**src/rtl/plate_pkg.sv**
```systemverilog
// rtl/plate_pkg.sv - shared plate constants and sequencer state encoding
package plate_pkg;
   localparam int CH_W       = 6;
   localparam int MAX_CHARS  = 7;
   localparam int BLANK_CODE = 40;

   typedef enum logic [1:0] {
      IDLE    = 2'd0,
      CAPTURE = 2'd1,
      DISPLAY = 2'd2
   } state_e;
endpackage

```
**src/rtl/plate_char_sequencer_dwell_timer.sv**
```systemverilog
// rtl/plate_char_sequencer_dwell_timer.sv - free-running dwell counter with one-cycle tick
module dwell_timer #(
   parameter int unsigned DWELL_CYCLES = 66000000
) (
   input  logic clk,
   input  logic rst,
   input  logic enable,
   input  logic clear,
   output logic tick
);
   localparam int CW = (DWELL_CYCLES > 1) ? $clog2(DWELL_CYCLES) : 1;
   localparam logic [CW-1:0] LAST = CW'(DWELL_CYCLES - 1);

   logic [CW-1:0] cnt_q, cnt_d;

   // Clear dominates so the count is always zero on the first enabled cycle.
   always_comb begin
      cnt_d = cnt_q;
      if (clear) begin
         cnt_d = '0;
      end else if (enable) begin
         cnt_d = (cnt_q == LAST) ? '0 : cnt_q + 1'b1;
      end
   end

   always_ff @(posedge clk) begin
      if (!rst) begin
         cnt_q <= '0;
      end else begin
         cnt_q <= cnt_d;
      end
   end

   assign tick = enable && !clear && (cnt_q == LAST);
endmodule

```
**src/rtl/plate_char_sequencer.sv**
```systemverilog
// rtl/plate_char_sequencer.sv - captures recognised plate characters and cycles them on the LED
module plate_char_sequencer #(
   parameter int MAX_CHARS    = plate_pkg::MAX_CHARS,
   parameter int DWELL_CYCLES = 66000000,
   parameter int BLANK_CODE   = plate_pkg::BLANK_CODE
) (
   input  logic                      clk,
   input  logic                      rst,
   input  logic                      start,
   input  logic                      char_valid,
   input  logic [plate_pkg::CH_W-1:0] char_code,
   input  logic                      rec_done,
   output logic [plate_pkg::CH_W-1:0] led,
   output logic [2:0]                char_count,
   output logic                      display_active,
   output logic                      overflow
);
   import plate_pkg::*;

   localparam logic [CH_W-1:0] BLANK = CH_W'(BLANK_CODE);
   localparam logic [2:0]      MAX_C = 3'(MAX_CHARS);

   state_e          state_q, state_d;
   logic [CH_W-1:0] slots_q [MAX_CHARS];
   logic [CH_W-1:0] slots_d [MAX_CHARS];
   logic [2:0]      count_q, count_d;
   logic [2:0]      idx_q, idx_d, idx_nxt;
   logic [CH_W-1:0] led_q, led_d;
   logic            ovf_q, ovf_d;
   logic            tick;

   dwell_timer #(
      .DWELL_CYCLES(DWELL_CYCLES)
   ) u_dwell_timer (
      .clk   (clk),
      .rst   (rst),
      .enable(state_q == DISPLAY),
      .clear (state_q != DISPLAY),
      .tick  (tick)
   );

   always_comb begin
      state_d = state_q;
      slots_d = slots_q;
      count_d = count_q;
      ovf_d   = ovf_q;
      idx_d   = idx_q;
      led_d   = led_q;
      idx_nxt = ((count_q <= 3'd1) || (idx_q == count_q - 3'd1)) ? 3'd0 : idx_q + 3'd1;

      if (start) begin
         for (int i = 0; i < MAX_CHARS; i++) begin
            slots_d[i] = BLANK;
         end
         count_d = '0;
         ovf_d   = 1'b0;
         idx_d   = '0;
         led_d   = BLANK;
         state_d = CAPTURE;
      end else begin
         case (state_q)
            IDLE: begin
               state_d = IDLE;
            end
            CAPTURE: begin
               if (char_valid) begin
                  if (count_q < MAX_C) begin
                     slots_d[count_q] = char_code;
                     count_d          = count_q + 3'd1;
                  end else begin
                     ovf_d = 1'b1;
                  end
               end
               // A character strobed alongside rec_done as the very first one lands in slot 0.
               if (rec_done) begin
                  state_d = DISPLAY;
                  idx_d   = '0;
                  led_d   = (char_valid && count_q == 3'd0 && MAX_C != 3'd0) ? char_code : slots_q[0];
               end
            end
            DISPLAY: begin
               if (tick) begin
                  idx_d = idx_nxt;
                  led_d = (count_q == 3'd0) ? BLANK : slots_q[idx_nxt];
               end
            end
            default: begin
               state_d = IDLE;
            end
         endcase
      end
   end

   always_ff @(posedge clk) begin
      if (!rst) begin
         state_q <= IDLE;
         for (int i = 0; i < MAX_CHARS; i++) begin
            slots_q[i] <= BLANK;
         end
         count_q <= '0;
         ovf_q   <= 1'b0;
         idx_q   <= '0;
         led_q   <= BLANK;
      end else begin
         state_q <= state_d;
         slots_q <= slots_d;
         count_q <= count_d;
         ovf_q   <= ovf_d;
         idx_q   <= idx_d;
         led_q   <= led_d;
      end
   end

   assign led            = led_q;
   assign char_count     = count_q;
   assign display_active = (state_q == DISPLAY);
   assign overflow       = ovf_q;
endmodule

```
**config.mk**
```make
export PLATFORM = sky130hd
export DESIGN_NAME = plate_char_sequencer
export DESIGN_NICKNAME = d
export VERILOG_FILES = /design/src/rtl/plate_pkg.sv /design/src/rtl/plate_char_sequencer_dwell_timer.sv /design/src/rtl/plate_char_sequencer.sv
export SDC_FILE = /design/constraint.sdc
export NUM_CORES = 1
export LEC_CHECK = 0
export ABC_AREA = 1
export BUFFER_PORTS_ARGS = -buffer_cell sky130_fd_sc_hd__buf_2
export CAP_MARGIN = 10
export CORE_MARGIN = 5
export CORE_UTILIZATION = 29
export DETAILED_ROUTE_END_ITERATION = 7
export PLACE_DENSITY_LB_ADDON = 0.15
export SLEW_MARGIN = 20
export SYNTH_ARGS = -nofsm -noshare
export SYNTH_HDL_FRONTEND = slang
export SYNTH_SLANG_ARGS = --single-unit
export TNS_END_PERCENT = 50
```
**constraint.sdc**
```tcl
create_clock -name clk -period 2.5 [get_ports clk]
set_input_delay 0.75 -clock clk [delete_from_list [all_inputs] [get_ports clk]]
set_output_delay 0.75 -clock clk [all_outputs]
set_load 0.02 [all_outputs]
```
After elaboration in Yosys (flattened, before gate mapping) --
Index checks and enable logic that the tools add are counted.
Word-level totals: logic and storage cells 71, bits of input ports 11, flip-flop bits (word level) 83
Operators by class: reduce and logical (&&, ||, !) cells 15, multiplexer cells 19, $add $sub $neg 4, bitwise operators 5, equality and inequality tests 9, $lt $le $gt $ge 5
Operators by type and width (count):
- 42-bit bitwise mux | 1
- 6-bit 2-to-1 mux | 7
- 26-bit by 1-bit adder with 26-bit output, second input constant | 1
- 26-bit == test, second input constant | 1
- 26-bit 2-to-1 mux | 1
- 6-bit binary-select mux with 3-bit select | 1
- 6-bit demux with 3-bit select | 1
- 6-bit case mux with 2 select lines | 1
- 3-bit 2-to-1 mux | 3
- 3-bit AND reduction | 3
- 4-bit >= comparator, second input constant | 2
- 2-bit inequality test, second input constant | 4
- 3-bit inverter with 4-bit output | 2
- 3-bit by 1-bit adder with 3-bit output, second input constant | 2
- 3-bit case mux with 2 select lines | 1
- 1-bit logical AND | 4
- 4-bit by 1-bit < comparator with 1-bit output, second input constant | 1
- 2-bit case mux with 2 select lines | 1
- 2-bit AND reduction | 2
- 2-bit OR reduction | 2
- 3-bit == test | 1
- 3-bit by 1-bit less-or-equal comparator with 1-bit output, second input constant | 1
- 3-bit zero test | 1
- 3-bit < comparator, second input constant | 1
- 10 further kinds | 12

Longest topological paths before layout --
depth after elaboration 11, gate-level depth with buffers 17, depth with buffers taken out 17

Cells and area by module --
From an unflattened synthesis, not the netlist that was laid out.
Second synthesis, totals: cells, all modules 682, area, all modules 4483.0 um2
By module, submodules not included:
- plate_char_sequencer | instances 1, area each 2892.8 um2, cells an instance 431, seq. area each 1141.1 um2
- dwell_timer | instances 1, area each 1590.3 um2, cells an instance 251, seq. area each 520.5 um2

Least setup slack after synthesis --
No wires, ideal clock.
path type reg2reg, start register count_q[0] (netlist: char_count[0]), end register led_q[3] (netlist: led[3]), buffers on the path 0, setup slack 0.473 ns, stages on the path, launching flop included 16, arrival time 1.915 ns, required time 2.388 ns, cells stage by stage dfxtp_1 > inv_2 > ha_1 > inv_1 > nand2_1 > nand2_1 > nor2_2 > nand3_4 > nand2_1 > inv_2 > nand2_2 > nor2_1 > a21oi_1 > nand2_1 > nand2_1 > nand2_1
Between the ends: word-level cells in the longest chain between the ends 11
Ends and longest elaborated chain:
- from (decl) | line plate_char_sequencer.sv:26 | logic [2:0] count_q, count_d;
- from (signal assigned) | line plate_char_sequencer.sv:107 | count_q <= count_d;
- 3-bit by 1-bit subtractor with 3-bit output | line plate_char_sequencer.sv:49 | idx_nxt = ((count_q <= 3'd1) || (idx_q == count_q - 3'd1)) ? 3'd0 : idx_q + 3'd1;
- 3-bit == test | line plate_char_sequencer.sv:49
- 1-bit logical OR | line plate_char_sequencer.sv:49
- 3-bit 2-to-1 mux | line plate_char_sequencer.sv:49
- 3-bit inverter with 4-bit output (implied by the code) | line plate_char_sequencer.sv:84 | led_d = (count_q == 3'd0) ? BLANK : slots_q[idx_nxt];
- 6-bit binary-select mux with 3-bit select | line plate_char_sequencer.sv:84
- 6-bit 2-to-1 mux (implied by the code) (2 in series) | line plate_char_sequencer.sv:84
- 6-bit 2-to-1 mux | line plate_char_sequencer.sv:84
- 6-bit 2-to-1 mux | line plate_char_sequencer.sv:82 | if (tick) begin
- 6-bit case mux with 2 select lines (*) | line plate_char_sequencer.sv:61 | case (state_q)
- to (signal assigned) | line plate_char_sequencer.sv:110 | led_q <= led_d;
- to (decl) | line plate_char_sequencer.sv:28 | logic [CH_W-1:0] led_q, led_d;
Mark *: on every way between the ends. The rest lies on a longest branch, timed or not. The select of a mux whose other input is x is not followed. A chain may end at the register's enable or synchronous reset.

Final worst setup path --
start register count_q[0] (netlist: char_count[0]), end register led_q[1] (netlist: led[1])
The elaborated chain is that of the path after synthesis.

==> reports/metrics.cfg <==
[pwr]
p_comb_frac = 0.050
powerDensity_mw_per_mm2 = 585.8
intPower_mw = 2.251
power_frac_seq = 0.467
p_leak_nw = 2.013
switchingPower_mw = 0.6157
power_mw = 2.867
swShare = 0.2147
ir_drop_uv = 309.0
clock_power_share = 0.483

[timing]
rsz0062_at_grt = no
worst_slack_ns = 0.3103
slew_violations = 0
fin_crit_ns = 2.190
worst_slew_pin_slew_ns = 0.4022
period_share = 0.8759
tns_ns = 0
finalSetupViolations = 0
clock.fmax_ghz = 0.4567
hold_viol_final = 0
finClkSkew_ns = 0.006040
slew_headroom = 0.7318

[critical_path]
r2r_slack_ns = 0.31
reg2reg_depth = 14
critPathMaxFanout = 18
cp_cell_sequence = inv_2, ha_1, inv_1, nand2_1, nand2_1, nor2_2, nand3_4, nand3_4, inv_2, nand2_1, nand3_1, a21oi_1, nand2_1, a21oi_1
slowest_stage = dfxtp_1
crit_arrival_ns = 2.47
crit_family = simple AND/OR/NAND/NOR gates
r2r_end = led[1]
worstSetupPathType = reg2reg
crit_start = char_count[0]
rr_startpoint = char_count[0]
slowest_delay_ns = 0.42
end_kind = flop
crit_required_ns = 2.78
path_buf_inv = 3
cpMostUsedCell = nand2_1
cp-start-kind = flop
worstSetupPathDepth = 14

[final_layout]
final_cells = 830
area_growth_syn_to_layout_pct = 15.43
nNetsFinal = 658
diodes = 0
fillers = 1575
fin_util = 0.3393
drive_above_1_share = 0.1409

[clock_tree]
cts_resized = 0
clock-root-buffer = clkbuf_16
postCtsHoldBufs = 0
cts_tree = done
cts_made_buffers = 9
clockBufferDepth = 2
htreeDepth = 3
clk_pin_slew_ns = 0.06
clk_latency_ns = 0.34
post_cts_buffers = 0
numClockSinks = 83

[synthesis]
seq_area_frac_synth = 0.3919
yosysUniqueCellTypes = 36
ys_ff_latch = 83
mappedNetlistNets = 629
synthCells = 613
syn_area_mm2 = 0.004240
synthArstFlopShare = 0
yosys_warnings = 0
synth-edff-count = 0
avgSynthCellArea_um2 = 6.917
synthFlopType = dfxtp_1

[floorplanning]
initial_core_util = 0.2940
die_x_um = 130.9
core_area_mm2 = 0.01442
die-area_mm2 = 0.01714
num_rows = 44
ioPinCount = 22
die_h_um = 130.9

[placement]
place_congestion = 0.8382
preCtsSetupSlack_ns = 0.3346
dp_hpwl_um = 8561
dp.cells = 815
io_buffers = 21

[global_route]
grt-ovfl-total = 0
grt_util_all_layers = 0.1452
grt_pass1_wl_um = 19260
grt_max_degree = 45
antenna_found_initial = 0
grt_pass1_vias = 3815

[route]
routed-via-count = 3794
wl_um = 11400
drc_errors = 0
drtIter0Drc = 181
ant_nets = 0
drt-wirelength-per-cell_um = 13.74
via_per_inst = 4.571
dr.pass1.iters = 4

[flow_run]
drv_cap = 0

[worst_hold_path]
hold_path.class = reg2reg
hp-start = slots_q[12]
min_delay_worst_endpoint = slots_q[12]
hold-path-cell-count = 2

[run_status]
status = complete, no violations

Yosys cell counts, drive strengths merged, types with 2 or more instances:
master | number | area [µm²]
nand2 | 127 | 494.2
nor2 | 92 | 395.4
inv | 90 | 337.8
dfxtp | 83 | 1662
a21oi | 50 | 250.2
o21ai | 50 | 250.2
nand3 | 39 | 247.7
nor3 | 14 | 86.34
nand4 | 12 | 75.07
o211ai | 12 | 105.1
buf | 9 | 65.06
clkbuf | 6 | 22.52
o21a | 6 | 45.04
ha | 5 | 62.56
xnor2 | 4 | 35.03
xor2 | 4 | 35.03
a211oi | 2 | 15.01
nand3b | 2 | 15.01
nor4 | 2 | 12.51
power by group through the flow:
stage	Clock [mW]	Combinational (mW)	Sequential [mW]
6_report	1.38	0.143	1.34
5_1_grt	1.49	0.164	1.34
4_1_cts	1.44	0.144	1.34
3_5_place_dp	0	0.143	1.37
3_3_place_gp	0	0.143	1.37
2_1_floorplan	0	0.0917	1.37
cell usage in the layout (no fill, tap or decap), types with 7 or more instances in the layout:
| cell | n |
|---|---|
| nor3_1 | 12 |
| nand2_2 | 7 |
| o211ai_1 | 9 |
| buf_2 | 21 |
| buf_4 | 12 |
| nand2_1 | 120 |
| nor2_2 | 9 |
| o21ai_0 | 48 |
| nand3_1 | 33 |
| nand4_1 | 12 |
| inv_1 | 78 |
| nor2_1 | 79 |
| clkbuf_16 | 9 |
| a21oi_1 | 50 |
| inv_2 | 12 |
| dfxtp_1 | 83 |
state kept, by name (all words and copies together) (netlist names):
name	count
slots_q	42
state_q	2
char_count	3
overflow	1
idx_q	3
led	6
u_dwell_timer.cnt_q	26
worst max path at each step:
stage,endpoint
3_3_place_gp,led[1]
6_report,led[1]
5_1_grt,led[3]
2_1_floorplan,led[3]
4_1_cts,led[1]
3_5_place_dp,led[1]
stage by stage:
| step | area, µm² | hold slack, ns |
|---|---|---|
| 4_1_cts | 4895 | 0.4572 |
| 6_report | 4895 | 0.4555 |
| 3_3_place_gp | 4581 | 0.4499 |
| 5_1_grt | 4895 | 0.4833 |
| 2_1_floorplan | 4240 | 0.4292 |
| 3_5_place_dp | 4581 | 0.4493 |
worst register-to-register path, cell delays in order (launching register included):
cell and delay, ns:
dfxtp_1 0.42, inv_2 0.11, ha_1 0.32, inv_1 0.04, nand2_1 0.05, nand2_1 0.05
nor2_2 0.12, nand3_4 0.15, nand3_4 0.22, inv_2 0.12, nand2_1 0.08, nand3_1 0.08
a21oi_1 0.15, nand2_1 0.09, a21oi_1 0.12
layer usage:
| metal | GRT usage | wire length [µm] |
|---|---|---|
| met5 | 0 | 0 |
| met4 | 0.04658 | 171 |
| met3 | 0.03415 | 495 |
| met2 | 0.2456 | 5481 |
| met1 | 0.1827 | 5252 |
area by class of cell:
type | instances | area, µm² | area share
repair buffers | 33 | 195.2 | 0.03988
clock inverters | 1 | 30.03 | 0.006135
inverters | 90 | 337.8 | 0.06902
clock buffers | 14 | 284.0 | 0.05803
well taps | 184 | 230.2 | 0.04703
flip-flops and latches | 83 | 1662 | 0.3395
multi-input cells | 425 | 2156 | 0.4404
kinds of logic (layout without fill, tap and decap cells):
family	count (synthesis)	count (layout)	share of synthesized area
compound gates	122	122	0.1605
xor+xnor	8	8	0.01652
simple gates	290	290	0.3160
flops	83	83	0.3919
fa+ha+maj	5	5	0.01475
buf+inv	105	138	0.1003
No activity file was read; power rests on OpenSTA's default activity.
